--- src/rtl/elevator_request_scheduler.sv ---
// LOOK-policy floor scheduler (SCHED_NEAREST_EN selects nearest-floor policy); call->target_valid in 3 cycles,
// target held on target_floor until target_ready; calls keep accumulating while the handshake is stalled.
module elevator_request_scheduler #(
    parameter int NUM_FLOORS = 16,
    parameter int FLOOR_W    = 4,
    parameter int DOOR_HOLD  = 8
) (
    input  logic                  clk,
    input  logic                  rst_n,
    input  logic [NUM_FLOORS-1:0] call_req,
    input  logic [FLOOR_W-1:0]    current_floor,
    input  logic                  arrived,
    input  logic                  sensor,
    output logic [FLOOR_W-1:0]    target_floor,
    output logic                  target_valid,
    input  logic                  target_ready,
    output logic                  direction,
    output logic                  door_open,
    output logic [NUM_FLOORS-1:0] pending,
    output logic                  busy
);

    localparam int CNT_W = $clog2(DOOR_HOLD);
    localparam logic [CNT_W-1:0] HOLD_LOAD = CNT_W'(DOOR_HOLD - 1);

    typedef enum logic [2:0] {IDLE, SELECT, ISSUE, MOVING, DOOR} state_t;

    state_t                state, state_nxt;
    logic [CNT_W-1:0]      dwell, dwell_nxt;
    logic [FLOOR_W-1:0]    target_nxt;
    logic                  dir_nxt, valid_nxt, door_nxt;
    logic [NUM_FLOORS-1:0] clear_mask, pending_nxt;
    logic                  arrive_hit;

    logic                  up_found, dn_found, sel_found, sel_dir;
    logic [FLOOR_W-1:0]    up_floor, dn_floor, sel_floor;

    assign arrive_hit = (state == MOVING) && arrived && (current_floor == target_floor);
    assign busy       = (state != IDLE);

    // Nearest pending floor strictly above and strictly below the car.
    always_comb begin
        up_found = 1'b0;
        up_floor = '0;
        dn_found = 1'b0;
        dn_floor = '0;
        for (int i = NUM_FLOORS - 1; i >= 0; i--) begin
            if (pending[i] && (i > int'(current_floor))) begin
                up_found = 1'b1;
                up_floor = FLOOR_W'(i);
            end
        end
        for (int i = 0; i < NUM_FLOORS; i++) begin
            if (pending[i] && (i < int'(current_floor))) begin
                dn_found = 1'b1;
                dn_floor = FLOOR_W'(i);
            end
        end
    end

`ifdef SCHED_NEAREST_EN
    logic [FLOOR_W-1:0] up_dist, dn_dist;
    assign up_dist = up_floor - current_floor;
    assign dn_dist = current_floor - dn_floor;

    always_comb begin
        sel_floor = '0;
        sel_dir   = direction;
        if (up_found && (!dn_found || (up_dist <= dn_dist))) begin
            sel_floor = up_floor;
            sel_dir   = 1'b1;
        end else if (dn_found) begin
            sel_floor = dn_floor;
            sel_dir   = 1'b0;
        end
    end
`else
    // Keep sweeping the current direction; reverse only when that side is empty.
    always_comb begin
        sel_floor = '0;
        sel_dir   = direction;
        if (direction) begin
            if (up_found) begin
                sel_floor = up_floor;
                sel_dir   = 1'b1;
            end else if (dn_found) begin
                sel_floor = dn_floor;
                sel_dir   = 1'b0;
            end
        end else begin
            if (dn_found) begin
                sel_floor = dn_floor;
                sel_dir   = 1'b0;
            end else if (up_found) begin
                sel_floor = up_floor;
                sel_dir   = 1'b1;
            end
        end
    end
`endif

    assign sel_found = up_found | dn_found;

    // The serviced floor is masked for the whole dwell so repeat presses are absorbed.
    always_comb begin
        clear_mask = '0;
        if (arrive_hit) begin
            clear_mask[target_floor] = 1'b1;
        end
        if (state == DOOR) begin
            clear_mask[current_floor] = 1'b1;
        end
        pending_nxt = (pending | call_req) & ~clear_mask;
    end

    always_comb begin
        state_nxt  = state;
        target_nxt = target_floor;
        dir_nxt    = direction;
        valid_nxt  = target_valid;
        door_nxt   = door_open;
        dwell_nxt  = dwell;
        case (state)
            IDLE: begin
                if (|pending) begin
                    if (pending[current_floor]) begin
                        target_nxt = current_floor;
                        door_nxt   = 1'b1;
                        dwell_nxt  = HOLD_LOAD;
                        state_nxt  = DOOR;
                    end else begin
                        state_nxt  = SELECT;
                    end
                end
            end
            SELECT: begin
                if (sel_found) begin
                    target_nxt = sel_floor;
                    dir_nxt    = sel_dir;
                    valid_nxt  = 1'b1;
                    state_nxt  = ISSUE;
                end else begin
                    state_nxt  = IDLE;
                end
            end
            ISSUE: begin
                if (target_ready) begin
                    valid_nxt = 1'b0;
                    state_nxt = MOVING;
                end
            end
            MOVING: begin
                if (arrive_hit) begin
                    door_nxt  = 1'b1;
                    dwell_nxt = HOLD_LOAD;
                    state_nxt = DOOR;
                end
            end
            DOOR: begin
                if (sensor) begin
                    dwell_nxt = HOLD_LOAD;
                end else if (dwell == '0) begin
                    door_nxt  = 1'b0;
                    state_nxt = IDLE;
                end else begin
                    dwell_nxt = dwell - CNT_W'(1);
                end
            end
            default: state_nxt = IDLE;
        endcase
    end

    always_ff @(posedge clk) begin
        if (!rst_n) begin
            state        <= IDLE;
            pending      <= '0;
            target_floor <= '0;
            target_valid <= 1'b0;
            direction    <= 1'b1;
            door_open    <= 1'b0;
            dwell        <= '0;
        end else begin
            state        <= state_nxt;
            pending      <= pending_nxt;
            target_floor <= target_nxt;
            target_valid <= valid_nxt;
            direction    <= dir_nxt;
            door_open    <= door_nxt;
            dwell        <= dwell_nxt;
        end
    end

endmodule

--- config.mk ---
export PLATFORM = sky130hd
export DESIGN_NAME = elevator_request_scheduler
export DESIGN_NICKNAME = d
export VERILOG_FILES = /design/src/rtl/elevator_request_scheduler.sv
export SDC_FILE = /design/constraint.sdc
export NUM_CORES = 1
export LEC_CHECK = 0
export ABC_AREA = 1
export BUFFER_PORTS_ARGS = -buffer_cell sky130_fd_sc_hd__buf_2
export CELL_PAD_IN_SITES_DETAIL_PLACEMENT = 1
export CELL_PAD_IN_SITES_GLOBAL_PLACEMENT = 1
export CORE_MARGIN = 8
export CORE_UTILIZATION = 37
export DETAILED_ROUTE_END_ITERATION = 8
export PLACE_DENSITY_LB_ADDON = 0.25
export SYNTH_ARGS = -nofsm -noshare
export SYNTH_HDL_FRONTEND = slang
export SYNTH_SLANG_ARGS = --single-unit
--- constraint.sdc ---
create_clock -name clk -period 2.2 [get_ports clk]
set_input_delay 0.22 -clock clk [delete_from_list [all_inputs] [get_ports clk]]
set_output_delay 0.22 -clock clk [all_outputs]
set_load 0.05 [all_outputs]
# Word level (Yosys, flattened, before mapping)
# Cells that the tools add are included.
# word_totals
out_inout_bits,24
inputBits,25
latch_bits,0
n_memories,0
mem_bits_rw,0
word_cells,211
mem_bits_ro,0
ff_bits,29
# op_classes
reduce_logical,47
div,0
n_mul,0
addsub,1
magnitude_cmp,34
eq_ne,13
mux,104
shift,0
bitwise_logic,5
# op_table
operator,n
two-way mux 4 bit,36
two-way mux 1 bit,46
logical AND 1 bit,34
two-way mux 3 bit,11
"greater-than comparator 4 bit, first input constant",8
two-way mux 16 bit,2
OR 16 bit,2
"less-than comparator 4 bit, first input constant",7
AND 16 bit,1
"greater-than comparator 3 x 4 -> 1 bit, first input constant",4
"less-than comparator 3 x 4 -> 1 bit, first input constant",4
inverter 16 bit,1
OR reduction 16 bit,1
case mux 3 bit (5 select lines),1
"!= test 2 bit, second input constant",6
"less-than comparator 4 x 5 -> 1 bit, second input constant",2
AND reduction 5 bit,2
case mux 3 bit (3 select lines),1
demux 1 bit (select 4 bit),2
">= comparator 4 x 1 -> 1 bit, second input constant",2
"greater-than comparator 2 x 4 -> 1 bit, first input constant",2
"less-than comparator 1 x 4 -> 1 bit, first input constant",2
"less-than comparator 2 x 4 -> 1 bit, first input constant",2
case mux 4 bit (2 select lines),1
20 further kinds,24

# Logic depth before layout (Yosys ltp)
# logic_depth
word_depth,22
ltp_mapped,20
mapped_depth_nobuf,19

# Least setup slack after synthesis
# No wires, ideal clock.
# synth_path
path_kind,reg2reg
start,"reg, netlist name target_floor[3]"
end,reg target_valid
path_buffers,0
required_time_ps,2083
setup_time_ps,117
setup_slack_ps,194
path_stages_with_launch,12
arrival_ps,1888
period_less_slack_ps,2006
cell_sequence,dfxtp_1 inv_1 nand2_1 nand2_1 nor3_1 nand3_1 a21oi_1 o221ai_1 nor2_1 o21ai_1 a21oi_1 nor2_1
# synth_rtl
element,line_no,source
to (signal assigned),186,target_valid <= valid_nxt;
to (decl),15,"output logic target_valid,"

# Final worst setup path
# layout_path
start,reg pending[6]
end,reg target_valid
# layout_between
elab_chain_cells,13
word_cells_on_any_way,20
cone_classes,eq/ne (1); mux (15); bitwise (1); reduce/logical (3)
# layout_lines
element,line_no,source
from (decl),19,"output logic [NUM_FLOORS-1:0] pending,"
from (signal assigned),184,pending <= pending_nxt;
logical AND 1 bit,54,if (pending[i] && (i < int'(current_floor))) begin
two-way mux 1 bit (9 in a row),54,
OR 1 bit (*),102,assign sel_found = up_found | dn_found;
!= test 2 bit (no source line) (*),n/a,
AND reduction 3 bit (no source line) (*),n/a,
# Mark *: on every way between the ends. The rest lies on a longest branch, timed or not.
# A chain may end at the register's enable or synchronous reset.

==> summary.md <==
| Metric | Value |
|---|---|
| CTS max path bufs | `2` |
| Ys async rst share | `0%` |
| Ys flop type | `dfxtp_1` |
| Global-route wire length before repair | `14800 µm` |
| Fill count | `roughly 850` |
| RR Endpoint | `target_valid` |
| Minimum clock period after layout | `1.95 ns` |
| Max IR drop VDD | `0.000661 V` |
| Final hold vios | `0` |
| Worst endpoint data arrival time | `2.11 ns` |
| Status | `finished clean` |
| Setup crit start kind | `register` |
| Pleak | `between 1 and 1.5 nW` |
| Seq/Total Area, Yosys | `25.9%` |
| Post-Route M1 WL | `roughly 4100 µm` |
| Post-CTS Setup Inserts | `0` |
| Post-synth EDFFs | `0` |
| Grt ovf | `0` |
| # port buffers | `48` |
| Fmax | `514 MHz` |
| # resized after CTS | `0` |
| Slowest stage cell, crit path | `dfxtp_1` |
| R2R cell count | `10` |
| Clk sinks | `29` |
| YS warnings | `0` |
| GP Congestion | `0.893` |
| Nets | `474` |
| Worst-path clk slew | `0.06 ns` |
| Syn Area/Cell | `5.95 µm²` |
| Worst-margin pin slew | `~0.44 ns` |
| Chip Height | `93.8 µm` |
| R2R Path Start | `pending[6]` |
| WP data required | `2.37 ns` |
| Crit. path cell count | `10` |
| Most common cell after layout, fill and taps aside | `nand2_1` |
| Slew Viols, Final | `0` |
| Area contributors post-synth | `dfxtp_1 26%, nand2_1 17%, inv_1 8.4%, a21oi_1 5.8%, nor2_1 5.7%` |
| Post-synthesis register bit count | `29` |
| Clock Power Share | `15.6%` |
| Syn nets | `between 400 and 500` |
| Worst clock skew | `0.00175 ns` |
| DRT iter0 DRCs | `113` |
| Area of the core | `0.00589 mm²` |
| Max-cap violations | `0` |
| Rows | `28` |
| Gate Count Post-Synth | `377` |
| Slew headroom | `70.6%` |
| Final wirelength | `8900 µm` |
| Vias in the first global route | `3040` |
| Setup TNS Final | `0 ns` |
| Hold_buf cts | `0` |
| Worst Path Max Fanout | `6` |
| Initial antenna violation count | `0` |
| Layout area overhead | `24.6%` |
| Cell variety after synth | `36` |
| Area of the multi-input gates | `around 0.0014 mm²` |
| CP endpoint | `target_valid` |
| Crit path launch | `pending[6]` |
| Tot GR Track Use | `about a fifth` |
| Hold Path Class | `in -> reg` |
| CP peak stage delay | `around 0.43 ns` |
| RSZ-0062 raised after global routing | `no` |
| Crit path buffers/inverters | `1` |
| Htree depth | `2` |
| Largest net degree at the start of global routing | `21` |
| Post-route setup slack | `0.253 ns` |
| Max Used Layer | `met4` |
| First drt pass iteration count | `4` |
| DRC viols | `0` |
| Post-synth top area share | `25.9%` |
| Combinational Power Share | `56.9%` |
| Cell Area, Placed | `~0.0027 mm²` |
| Vias | `2838` |
| Clock latency at the later pin of the worst-skew pair | `0.28 ns` |
| Antenna diodes | `0` |
| Switching component of the power | `1.48 mW` |
| CP Class | `reg -> reg` |
| Int Pwr | `1.39 mW` |
| Setup Viol. Count Final | `0` |
| Via density | `5.44` |
| Hpwl dp | `7350 µm` |
| Cell family with most CP delay | `simple AND/OR/NAND/NOR gates` |
| CP Capture Type | `register` |
| Routed len/inst | `approximately 17 µm` |
| Initial Util | `around two fifths` |
| Design Area, Final | `0.00279 mm²` |
| # IOs | `49` |
| CTS tree | `built` |
| Pwr dens | `1030 mW/mm²` |
| Die X-Extent | `93.8 µm` |
| Cts bufs inserted | `5` |
| WL met3 | `430 µm` |
| Tcrit/Tclk final | `slightly below 90%` |
| Routed Antenna Nets | `0` |
| Met2 wire length | `4130 µm` |
| Dominant cell type by area after synthesis | `dfxtp_1` |
| DIE AREA | `0.00881 mm²` |
| Setup slack, reg-to-reg | `0.25 ns` |
| Register Area | `581 µm²` |
| Mapped Area | `around 0.0022 mm²` |
| Most frequent cells in the layout | `103 x nand2_1, 50 x inv_1, 48 x buf_2, 34 x nor2_1, 29 x dfxtp_1` |
| Sw frac | `51.6%` |
| DP Worst Slack | `roughly 0.026 ns` |
| Reg power frac | `27.5%` |
| Crit-path cells | `inv_1, or2_2, nand2_1, nor2_2, nand4_2, nor2_2, nor2_1, o21ai_1, a21oi_1, nor2_1` |
| Clock root cell | `clkbuf_8` |
| Share of cells above drive strength 1 | `22.6%` |
cells by family after synthesis:
group	Yosys count	share of synthesized area [%]
adder cells (fa/ha/maj)	2	1.12
AO/OA/AOI/OAI	87	23.5
flip-flops	29	25.9
AND/OR/NAND/NOR	193	38.1
buffers and inverters	66	11.4
flip-flops by register name, summed over array words and instances, names as in the netlist:
name,cells
pending,16
direction,1
dwell,3
door_open,1
target_valid,1
state,3
target_floor,4
worst reg2reg max path: stages (launching register included):
cell and delay (ns):
dfxtp_1 0.43, inv_1 0.08, or2_2 0.31, nand2_1 0.12
nor2_2 0.06, nand4_2 0.13, nor2_2 0.05, nor2_1 0.32
o21ai_1 0.14, a21oi_1 0.15, nor2_1 0.05
power by group through the flow:
stage / combinational (mW) / sequential [mW] / clock [mW]
after global placement: 1.58 / 0.790 / 0
after CTS: 1.64 / 0.784 / 0.457
after detailed placement: 1.63 / 0.795 / 0
after global routing: 1.81 / 0.808 / 0.472
after floorplan: 0.871 / 1.02 / 0
final: 1.63 / 0.791 / 0.448
stage by stage:
| step | cells | utilization [%] | hold slack [ns] | power, mW |
|---|---|---|---|---|
| after global placement | 515 | 46.0 | 0.448 | 2.37 |
| after CTS | 522 | 47.4 | 0.215 | 2.88 |
| after detailed placement | 515 | 46.0 | 0.451 | 2.42 |
| after global routing | 522 | 47.4 | 0.253 | 3.09 |
| final | 522 | 47.4 | 0.219 | 2.87 |
| after floorplan | 377 | - | 0.396 | 1.89 |
synthesized netlist by cell type (6+ instances only):
cell	instances
nand2_1	103
inv_1	50
nor2_1	34
dfxtp_1	29
a21oi_1	26
o21ai_0	21
nand3_1	18
a31oi_1	10
nor3_1	10
inv_2	7
nor2_2	6
nor4_1	6
o21ai_1	6
o221ai_1	6
cell type report:
cell class	count	share of cell area [%]
timing repair buffer	70	14.5
tap	75	3.36
sequential	29	20.8
multi-input combinational	282	50.3
clock buffer	7	3.09
inverter	59	7.93
metal layers:
layer  GRT usage [%]  up-vias
met4            7.40        0
met2            33.9       81
met5               0        -
li1                -     1397
met3            4.00       21
met1            26.9     1339
worst min-delay path by stage:
stage	startpoint	slack, ns	endpoint	depth (start not counted)
floorplan	current_floor[2]	0.40	target_floor[2]	2
global placement	dwell[1]	0.45	dwell[1]	2
detailed placement	dwell[1]	0.45	dwell[1]	2
CTS	call_req[1]	0.21	pending[1]	3
global route	call_req[1]	0.25	pending[1]	3
finish	call_req[1]	0.22	pending[1]	3
Note: power is estimated with default switching activity, not from simulation.
